==> src/rtl/sprite_pkg.sv <==
// Shared types and constants for the sprite layer: animation state encoding,
// screen geometry and coordinate widths.
package sprite_pkg;

  typedef enum logic [1:0] {
    IDLE,
    PLAY,
    DONE
  } anim_state_t;

  localparam int unsigned SCREEN_W = 640;
  localparam int unsigned SCREEN_H = 480;
  localparam int unsigned COORD_W  = 10;
  localparam int unsigned EXT_W    = 11;

  // $clog2 clamped to 1 so single-entry ranges still get a 1-bit register
  function automatic int unsigned clog2_min1(input int unsigned v);
    return (v > 1) ? $clog2(v) : 1;
  endfunction

endpackage

==> src/rtl/sprite_anim_ctrl.sv <==
// Animation sequencer: counts frame_start pulses per frame, steps through the
// stored frames, loops or stops on the last one, and flags one-shot completion.
module sprite_anim_ctrl
  import sprite_pkg::*;
#(
  parameter int unsigned FRAMES     = 4,
  parameter int unsigned FRAME_HOLD = 8,
  parameter int unsigned LOOP       = 1,
  parameter int unsigned FW         = 2
) (
  input  logic          vga_clk,
  input  logic          Reset,
  input  logic          frame_start,
  input  logic          anim_start,
  input  logic          anim_stop,
  output logic [FW-1:0] anim_frame,
  output logic          anim_done
);

  localparam int unsigned HW = clog2_min1(FRAME_HOLD);

  anim_state_t   r_state;
  logic [HW-1:0] r_hold;

  always_ff @(posedge vga_clk) begin
    if (Reset) begin
      r_state    <= IDLE;
      r_hold     <= '0;
      anim_frame <= '0;
      anim_done  <= 1'b0;
    end else if (anim_start) begin
      // restart beats a coincident frame_start or anim_stop
      r_state    <= PLAY;
      r_hold     <= '0;
      anim_frame <= '0;
      anim_done  <= 1'b0;
    end else begin
      case (r_state)
        PLAY: begin
          if (anim_stop) begin
            r_state <= IDLE;
          end else if (frame_start) begin
            if (r_hold == HW'(FRAME_HOLD - 1)) begin
              r_hold <= '0;
              if (anim_frame != FW'(FRAMES - 1)) begin
                anim_frame <= anim_frame + FW'(1);
              end else if (LOOP != 0) begin
                anim_frame <= '0;
              end else begin
                r_state   <= DONE;
                anim_done <= 1'b1;
              end
            end else begin
              r_hold <= r_hold + HW'(1);
            end
          end
        end
        default: ;
      endcase
    end
  end

endmodule

==> src/rtl/sprite_renderer.sv <==
// Positioned, scaled, animated sprite layer with a fixed 3-cycle pixel pipeline.
// Optional SPRITE_FLIP_EN adds a horizontal-mirror input latched with the position.
module sprite_renderer
  import sprite_pkg::*;
#(
  parameter int unsigned SPR_W      = 68,
  parameter int unsigned SPR_H      = 64,
  parameter int unsigned FRAMES     = 4,
  parameter int unsigned IDX_W      = 4,
  parameter int unsigned SCALE_LOG2 = 0,
  parameter int unsigned FRAME_HOLD = 8,
  parameter int unsigned LOOP       = 1,
  parameter int unsigned TRANSP_IDX = 0,
  parameter int unsigned ADDR_W     = $clog2(SPR_W * SPR_H * FRAMES),
  parameter int unsigned FW         = clog2_min1(FRAMES)
) (
  input  logic              vga_clk,
  input  logic              Reset,
  input  logic [9:0]        DrawX,
  input  logic [9:0]        DrawY,
  input  logic              blank,
  input  logic              frame_start,
  input  logic [9:0]        pos_x,
  input  logic [9:0]        pos_y,
  input  logic              pos_load,
  input  logic              anim_start,
  input  logic              anim_stop,
`ifdef SPRITE_FLIP_EN
  input  logic              flip_x,
`endif
  output logic [ADDR_W-1:0] rom_addr,
  input  logic [IDX_W-1:0]  rom_q,
  output logic [IDX_W-1:0]  pix_idx,
  output logic              pix_hit,
  output logic [FW-1:0]     anim_frame,
  output logic              anim_done
);

  localparam int unsigned CW = clog2_min1(SPR_W);
  localparam int unsigned RW = clog2_min1(SPR_H);
  localparam logic [EXT_W-1:0] BOX_W = EXT_W'(SPR_W << SCALE_LOG2);
  localparam logic [EXT_W-1:0] BOX_H = EXT_W'(SPR_H << SCALE_LOG2);

  logic [COORD_W-1:0] r_sh_x, r_sh_y, r_act_x, r_act_y;
  logic               r_v1, r_v2;
  logic               w_flip;
  logic               w_in_box;
  logic [EXT_W-1:0]   w_dx, w_dy;
  logic [CW-1:0]      w_col;
  logic [RW-1:0]      w_row;
  logic [ADDR_W-1:0]  w_addr;

  sprite_anim_ctrl #(
    .FRAMES     (FRAMES),
    .FRAME_HOLD (FRAME_HOLD),
    .LOOP       (LOOP),
    .FW         (FW)
  ) u_anim (
    .vga_clk     (vga_clk),
    .Reset       (Reset),
    .frame_start (frame_start),
    .anim_start  (anim_start),
    .anim_stop   (anim_stop),
    .anim_frame  (anim_frame),
    .anim_done   (anim_done)
  );

  // Shadow/active pair keeps the position stable for a whole frame
  always_ff @(posedge vga_clk) begin
    if (Reset) begin
      r_sh_x  <= '0;
      r_sh_y  <= '0;
      r_act_x <= '0;
      r_act_y <= '0;
    end else begin
      if (pos_load) begin
        r_sh_x <= pos_x;
        r_sh_y <= pos_y;
      end
      if (frame_start) begin
        r_act_x <= pos_load ? pos_x : r_sh_x;
        r_act_y <= pos_load ? pos_y : r_sh_y;
      end
    end
  end

`ifdef SPRITE_FLIP_EN
  logic r_sh_flip, r_act_flip;

  always_ff @(posedge vga_clk) begin
    if (Reset) begin
      r_sh_flip  <= 1'b0;
      r_act_flip <= 1'b0;
    end else begin
      if (pos_load) r_sh_flip <= flip_x;
      if (frame_start) r_act_flip <= pos_load ? flip_x : r_sh_flip;
    end
  end

  assign w_flip = r_act_flip;
`else
  assign w_flip = 1'b0;
`endif

  // 11-bit compares so a box hanging past the right/bottom edge clips instead of wrapping
  always_comb begin
    w_dx     = {1'b0, DrawX} - {1'b0, r_act_x};
    w_dy     = {1'b0, DrawY} - {1'b0, r_act_y};
    w_in_box = ({1'b0, DrawX} >= {1'b0, r_act_x}) &&
               ({1'b0, DrawX} <  ({1'b0, r_act_x} + BOX_W)) &&
               ({1'b0, DrawY} >= {1'b0, r_act_y}) &&
               ({1'b0, DrawY} <  ({1'b0, r_act_y} + BOX_H)) &&
               (DrawX < COORD_W'(SCREEN_W)) && (DrawY < COORD_W'(SCREEN_H));
    w_col    = CW'(w_dx >> SCALE_LOG2);
    if (w_flip) w_col = CW'(SPR_W - 1) - w_col;
    w_row    = RW'(w_dy >> SCALE_LOG2);
    w_addr   = ADDR_W'(anim_frame) * ADDR_W'(SPR_W * SPR_H) +
               ADDR_W'(w_row) * ADDR_W'(SPR_W) + ADDR_W'(w_col);
  end

  always_ff @(posedge vga_clk) begin
    if (Reset) begin
      rom_addr <= '0;
      r_v1     <= 1'b0;
      r_v2     <= 1'b0;
      pix_idx  <= '0;
      pix_hit  <= 1'b0;
    end else begin
      if (w_in_box) rom_addr <= w_addr;
      r_v1    <= w_in_box & blank;
      r_v2    <= r_v1;
      pix_idx <= r_v2 ? rom_q : '0;
      pix_hit <= r_v2 && (rom_q != IDX_W'(TRANSP_IDX));
    end
  end

endmodule

==> config.mk <==
export PLATFORM = sky130hd
export DESIGN_NAME = sprite_renderer
export DESIGN_NICKNAME = d
export VERILOG_FILES = /design/src/rtl/sprite_pkg.sv /design/src/rtl/sprite_anim_ctrl.sv /design/src/rtl/sprite_renderer.sv
export SDC_FILE = /design/constraint.sdc
export NUM_CORES = 1
export LEC_CHECK = 0
export BUFFER_PORTS_ARGS = -buffer_cell sky130_fd_sc_hd__buf_2
export CAP_MARGIN = 10
export CORE_UTILIZATION = 40
export DETAILED_ROUTE_END_ITERATION = 10
export PLACE_DENSITY = 0.57
export REMOVE_ABC_BUFFERS = 1
export SETUP_SLACK_MARGIN = 0.02
export SYNTH_ARGS = -nofsm -noshare
export SYNTH_HDL_FRONTEND = slang
export SYNTH_SLANG_ARGS = --single-unit
export TNS_END_PERCENT = 5
==> constraint.sdc <==
create_clock -name vga_clk -period 5.55 [get_ports vga_clk]
set_input_delay 0.555 -clock vga_clk [delete_from_list [all_inputs] [get_ports vga_clk]]
set_output_delay 0.555 -clock vga_clk [all_outputs]
set_load 0.01 [all_outputs]
==> impl_results.md, run 1 <==
- Max-cap viol count: 0
- Pin count of the biggest net entering global routing: 67
- RR Endpoint: rom_addr[12]
- Clk slew on worst S/H paths: roughly 70 ps
- Clk_lat worst skew: 350 ps
- Max Root-Sink Buffers: 2
- CTS resizes: 0
- Clock power share: 0.306
- Tightest Pin Transition: approximately 700 ps
- Worst r2r src: r_act_y[0]
- Layout overhead on the synthesized area: 16.0%
- Final hold violations: 0
- WL/cell: roughly 13 um
- P per Cell Area: approximately 280 nW/um^2
- Fin crit share: 0.740
- Register area share after synthesis: 0.327
- Root Driver: clkbuf_8
- Post-DP Area: around 4600 sq um
- First-pass GRT wire length: 15100 um
- Final wirelength: between 8000 and 9000 um
- Setup Fix Bufs, Post-CTS: 0
- Slew Limit Fails: 0
- Die Ht: about 100 um
- Final worst setup slack: between 1000 and 1500 ps
- Cells after synthesis: 461
- Pleak: between 2 and 2.5 nW
- Post-synth EDFFs: 0
- Worst min-delay path startpoint: rom_q[3]
- Avg Inst Size Synth: between 9 and 10 sq um
- Main synth FF type: dfxtp_1
- Period minus WS final: ~4000 ps
- CTS sink count: just under 70
- Yosys warns: 0
- CP required: between 5000 and 6000 ps
- Synthesized area: just over 4000 sq um
- Logic pwr share: 0.308
- Peak supply drop: 0.120 mV
- Setup CP Type: in -> reg
- Internal power: around 0.00091 W
- First-pass DRT Iterations: 4
- Hold path cells: 2
- Max Fclk: roughly 240 MHz
- Synthesized flop and latch total: 68
- Library cells used by synthesis: 65
- Setup tns final: 0 ps
- Post-Layout Cell Count: 667
- DRC Markers: 0
- Dpl ws: ~1100 ps
- Sequential fraction of design power: 0.386
- Top cell type's share of synthesized area: 0.327
- Final instance area: around 4800 sq um
- CP startpoint kind: input port
- Max FO, Critical Path: 5
- Buffers on Ports: a little over 70
- Nets: 632
- Worst EP arrival: 4340 ps
- Die Wd: slightly above 100 um
- Starting Density: 0.420
- Row count: 36
- Rel. slew slack: 0.520
- Number of top-level pins: 74
- Pwr Total: 0.00135 W
- DRT iter0 DRCs: between 60 and 70
- Antenna diodes: 0
- Placed cells: between 600 and 700
- Hold_buf cts: 0
- Ranking of synthesized cells by area: dfxtp_1 (33%), ha_1 (14%), mux2i_1 (7.5%)
- R2R depth: 15
- Sw Share: 0.322
- Overflow after GRT: 0
- CTS tree: yes
- Vias in the first global route: about 3300
- RSZ-0062 raised after global routing: false
- # setup viols final: 0
- GPL Wtd Cong: around 0.8
- H-tree levels: 3
- HPWL after detailed placement: roughly 6700 um
- Vias per Instance: 5.04
- Net switching power: roughly 0.00044 W
- Ys async rst share: 0
- Layout cells sized above 1: 0.199
- Initial antenna violation count: 0
- Crit. Startpoint: DrawY[0]
- Core ar.: around 9900 sq um
- Synth area leader: dfxtp_1
- Hold Path Class: in -> reg
- Hold Path End: pix_idx[3]
- Post-route ant nets: 0
- Reg2Reg Setup Slack: approximately 1500 ps
- Outcome: complete, no violations
- Via count: 3360
- CP Capture Type: register
- All-Layer GR Usage: 0.171
- Clk_skew: 10.6 ps
- Num CTS Buffers: 9
- Die Area: ~11000 sq um
==> flip-flops by register name, indices dropped and copies added, names as in the netlist <==
| name | flops |
|---|---|
| rom_addr | 15 |
| r_act_x | 10 |
| r_act_y | 10 |
| r_sh_x | 10 |
| r_sh_y | 10 |
| pix_idx | 4 |
| u_anim.r_hold | 3 |
| u_anim.anim_frame | 2 |
| pix_hit | 1 |
| r_v1 | 1 |
| r_v2 | 1 |
| u_anim.r_state | 1 |
==> power groups by stage <==
| stage | clock (W) | sequential [W] | combinational, W |
|---|---|---|---|
| finish | 0.000414 | 0.000521 | 0.000416 |
| global route | 0.000447 | 0.000524 | 0.000476 |
| CTS | 0.000425 | 0.000521 | 0.000417 |
| detailed placement | 0 | 0.000532 | 0.000414 |
| global placement | 0 | 0.000532 | 0.000403 |
| floorplan | 0 | 0.000530 | 0.000307 |
==> through the flow <==
step	hold WS [ps]	utilization
2_1_floorplan	414	-
3_3_place_gp	419	0.467
3_5_place_dp	431	0.467
4_1_cts	414	0.487
5_1_grt	409	0.487
6_report	431	0.487
==> layout make-up <==
type,count,area [sq um]
clock inverter,4,48.8
multi-input combinational,338,2580
fill,1018,5090
clock buffer,12,145
timing repair buffer,74,375
tap,133,166
sequential,68,1360
inverter,38,143
==> critical path, cell delays in order <==
cell and delay, ps:
buf_2 100, inv_1 50, ha_1 170, inv_1 60, fa_1 430, a211oi_2 230
o21bai_1 140, and2_4 190, ha_1 170, ha_1 210, fa_1 410, xor2_1 190
ha_1 250, o41ai_1 640, nor2_2 110, and3b_1 200, o31a_1 230
==> worst max path at each step <==
stage / end
finish: rom_addr[12]
global route: rom_addr[12]
CTS: rom_addr[12]
detailed placement: rom_addr[12]
global placement: rom_addr[12]
floorplan: rom_addr[12]
==> Yosys cell counts (4+ instances only) <==
master,n
a211oi_1,21
dfxtp_1,68
nand3_1,6
xnor2_1,16
o21ai_0,8
nor2_1,63
o21a_1,4
ha_1,48
inv_1,35
and2_1,6
nor2b_1,6
clkbuf_1,14
nor3_1,12
xor2_1,5
o21bai_1,4
a21oi_1,20
fa_1,4
mux2i_1,31
a21o_1,5
nand2_1,13
==> routing by layer <==
layer  track usage  wire, um  up-vias
li1              -         -     1762
met1         0.216      4110     1527
met2         0.284      3950       61
met3        0.0445       413       10
met4        0.0551       119        0
met5             0         0        -
==> cell families after synthesis <==
group,count (synthesis),synth area share
AND/OR/NAND/NOR,133,0.156
AO/OA/AOI/OAI,96,0.166
flip-flops,68,0.327
buffers and inverters,55,0.0512
adder cells (fa/ha/maj),52,0.164
multiplexers,32,0.0773
XOR/XNOR,24,0.0575
other,1,0.000902
==> cell usage in the layout (no fill, tap or decap), types with 8 or more instances in the layout <==
cell	n
a211oi_1	21
a21oi_1	20
buf_2	72
clkbuf_8	10
dfxtp_1	68
ha_1	48
inv_1	35
mux2i_1	31
nand2_1	13
nor2_1	63
nor3_1	12
o21ai_0	8
xnor2_1	16
Power figures use the tool's default switching activity.
==> inputs of run 2 (changes only) <==
Settings changed: ABC_AREA set to 1.
Clock period 5.55 ns to 4.31 ns, I/O delays scaled along.
==> impl_results.md, run 2 <==
- Outcome: complete, no violations
- DRC Markers: 0
- R2R depth: 20
- Rel. slew slack: 0.476
- Starting Density: 0.416
- Top cell type's share of synthesized area: 0.314
- Buffers on Ports: 72
- Overflow after GRT: 0
- Clk_lat worst skew: roughly 350 ps
- Layout overhead on the synthesized area: 14.6%
- DRT iter0 DRCs: 210
- # setup viols final: 0
- HPWL after detailed placement: between 7000 and 8000 um
- Routing usage on met1: 0.246
- Ys async rst share: 0
- Register area: between 1000 and 1500 sq um
- Tightest Pin Transition: a little under 800 ps
- Via count: roughly 3700
- Sequential fraction of design power: 0.398
- CP required: ~4600 ps
- Max-cap viol count: 0
- Synth area leader: dfxtp_1
- GR Layer Usage met2: 0.280
- Die Wd: roughly 110 um
- Pleak: 2.63 nW
- Most frequent cell after synthesis: nand2_1
- Internal power: between 0.001 and 0.0015 W
- Worst r2r src: r_act_y[4]
- Most common cell after layout, fill and taps aside: nand2_1
- Clock power share: 0.285
- Ranking of synthesized cells by area: dfxtp_1 (31%), ha_1 (14%), nand2_1 (10%)
- Period minus WS final: approximately 3900 ps
- Post-DP Area: between 4000 and 5000 sq um
- WL/cell: around 12 um
- Peak supply drop: 0.194 mV
- Post-Layout Cell Count: about 790
- Hold Path Class: in -> reg
- H-tree levels: 3
- # fillers: between 1000 and 1500
- Vias per Instance: 4.70
- Final hold violations: 0
- Cells after synthesis: between 500 and 600
- CTS sink count: slightly below 70
- Antenna diodes: 0
- Max Fclk: between 200 and 300 MHz
- Area of the multi-input gates: 2510 sq um
- Largest reg by FF count: rom_addr
- Main synth FF type: dfxtp_1
- Synthesized flop and latch total: between 60 and 70
- Nets: ~760
- Final instance area: between 4000 and 5000 sq um
- Net switching power: about 0.00061 W
- Library cells used by synthesis: 38
- End point of the critical path: rom_addr[12]
- CP Capture Type: register
- Max Root-Sink Buffers: 2
- Max FO, Critical Path: 5
- Post-synth top cells: nand2_1 (115), inv_1 (101), dfxtp_1 (68), nor2_1 (59), ha_1 (48)
- Num CTS Buffers: 9
- Row count: 37
- Worst EP arrival: around 4100 ps
- Synthesized area: ~4300 sq um
- Die Area: between 10000 and 15000 sq um
- Slew Limit Fails: 0
- Pwr Total: between 0.0015 and 0.002 W
- Setup tns final: 0 ps
- Sw Share: 0.361
- Die Ht: between 100 and 150 um
- Final wirelength: roughly 9300 um
- Setup Fix Bufs, Post-CTS: 0
- Hold_buf cts: 0
- Clk_skew: 13.9 ps
- Clk slew on worst S/H paths: roughly 80 ps
- Placed cells: ~800
- Register area share after synthesis: 0.314
- Vias in the first global route: 3543
- Pin count of the biggest net entering global routing: 42
- Reg2Reg Setup Slack: about 450 ps
- Most used routing layer: met2
- GPL Wtd Cong: between 0.8 and 0.9
- First-pass DRT Iterations: 4
- Core ar.: approximately 10000 sq um
- Root Driver: clkbuf_8
- GRT met3 Usage: 0.0380
- Initial antenna violation count: 0
- Post-route ant nets: 0
- Avg Inst Size Synth: ~7.4 sq um
- Fin crit share: 0.896
- Hold slack: between 300 and 400 ps
- Post-synth EDFFs: 0
- CTS tree: yes
- RSZ-0062 raised after global routing: false
- Setup CP Type: reg -> reg
- Most frequent cells in the layout: nand2_1 (115), inv_1 (101), buf_2 (72), dfxtp_1 (68), nor2_1 (59)
- Yosys warns: 0
- CP startpoint kind: register
- Max FFs per register: 15
- Logic pwr share: 0.317
- Crit. Startpoint: r_act_y[4]
- Layout cells sized above 1: 0.152
- RR Endpoint: rom_addr[12]
- CTS resizes: 0
- First-pass GRT wire length: ~16000 um
- All-Layer GR Usage: 0.180
- Number of top-level pins: 74
- P per Cell Area: approximately 340 nW/um^2
## run 2: cells by family (layout without fill, tap and decap cells)
group,after synthesis,count (layout),synth area share
XOR/XNOR,20,20,0.0404
other,1,1,0.000866
buffers and inverters,118,191,0.107
adder cells (fa/ha/maj),52,52,0.157
multiplexers,20,20,0.0462
AO/OA/AOI/OAI,85,85,0.118
AND/OR/NAND/NOR,221,221,0.216
flip-flops,68,68,0.314
## run 2: critical path, stage by stage (launching register included)
cell and delay, ps:
dfxtp_1 340, inv_1 50, ha_1 320, a21oi_1 340, nand3_1 150, nand2_1 90
nand2_1 90, nor2_1 240, nor2_1 90, ha_1 230, fa_1 400, xnor2_1 150
ha_1 370, nand2_1 80, o31a_1 230, o21ai_1 120, nand2_1 100, nor2_1 110
xor2_1 160, nor2_1 50, nor2_1 90
## run 2: cell type report
cell class              count  share of cell area
flip-flops and latches     68               0.274
clock buffers               9              0.0249
repair buffers             73              0.0741
clock inverters             7              0.0103
inverters                 102              0.0771
multi-input cells         399               0.505
well taps                 136              0.0343
## run 2: through the flow
stage,setup WS [ps],utilization
floorplan,795,-
global placement,464,0.460
detailed placement,299,0.460
CTS,465,0.477
global route,47.1,0.477
finish,447,0.477
## run 2: layer usage
| metal | wire length [um] | part of all wire |
|---|---|---|
| met5 | 0 | 0 |
| met4 | 112 | 0.012 |
| met3 | 493 | 0.053 |
| met2 | 3910 | 0.42 |
| met1 | 4770 | 0.51 |
## run 2: worst min-delay path by stage
stage / from / slack [ps] / to / depth (start not counted)
floorplan: r_v1 / 390 / r_v2 / 2
global placement: r_v1 / 390 / r_v2 / 2
detailed placement: r_v1 / 400 / r_v2 / 2
CTS: rom_q[3] / 300 / pix_idx[3] / 3
global route: rom_q[1] / 320 / pix_idx[1] / 3
finish: rom_q[3] / 320 / pix_idx[3] / 3
## run 2: power by group through the flow
stage	clock network, W	logic [W]	registers (W)
after CTS	0.000505	0.000541	0.000676
final	0.000483	0.000538	0.000676
after detailed placement	0	0.000538	0.000691
after global placement	0	0.000526	0.000690
after floorplan	0	0.000396	0.000688
after global routing	0.000531	0.000619	0.000681
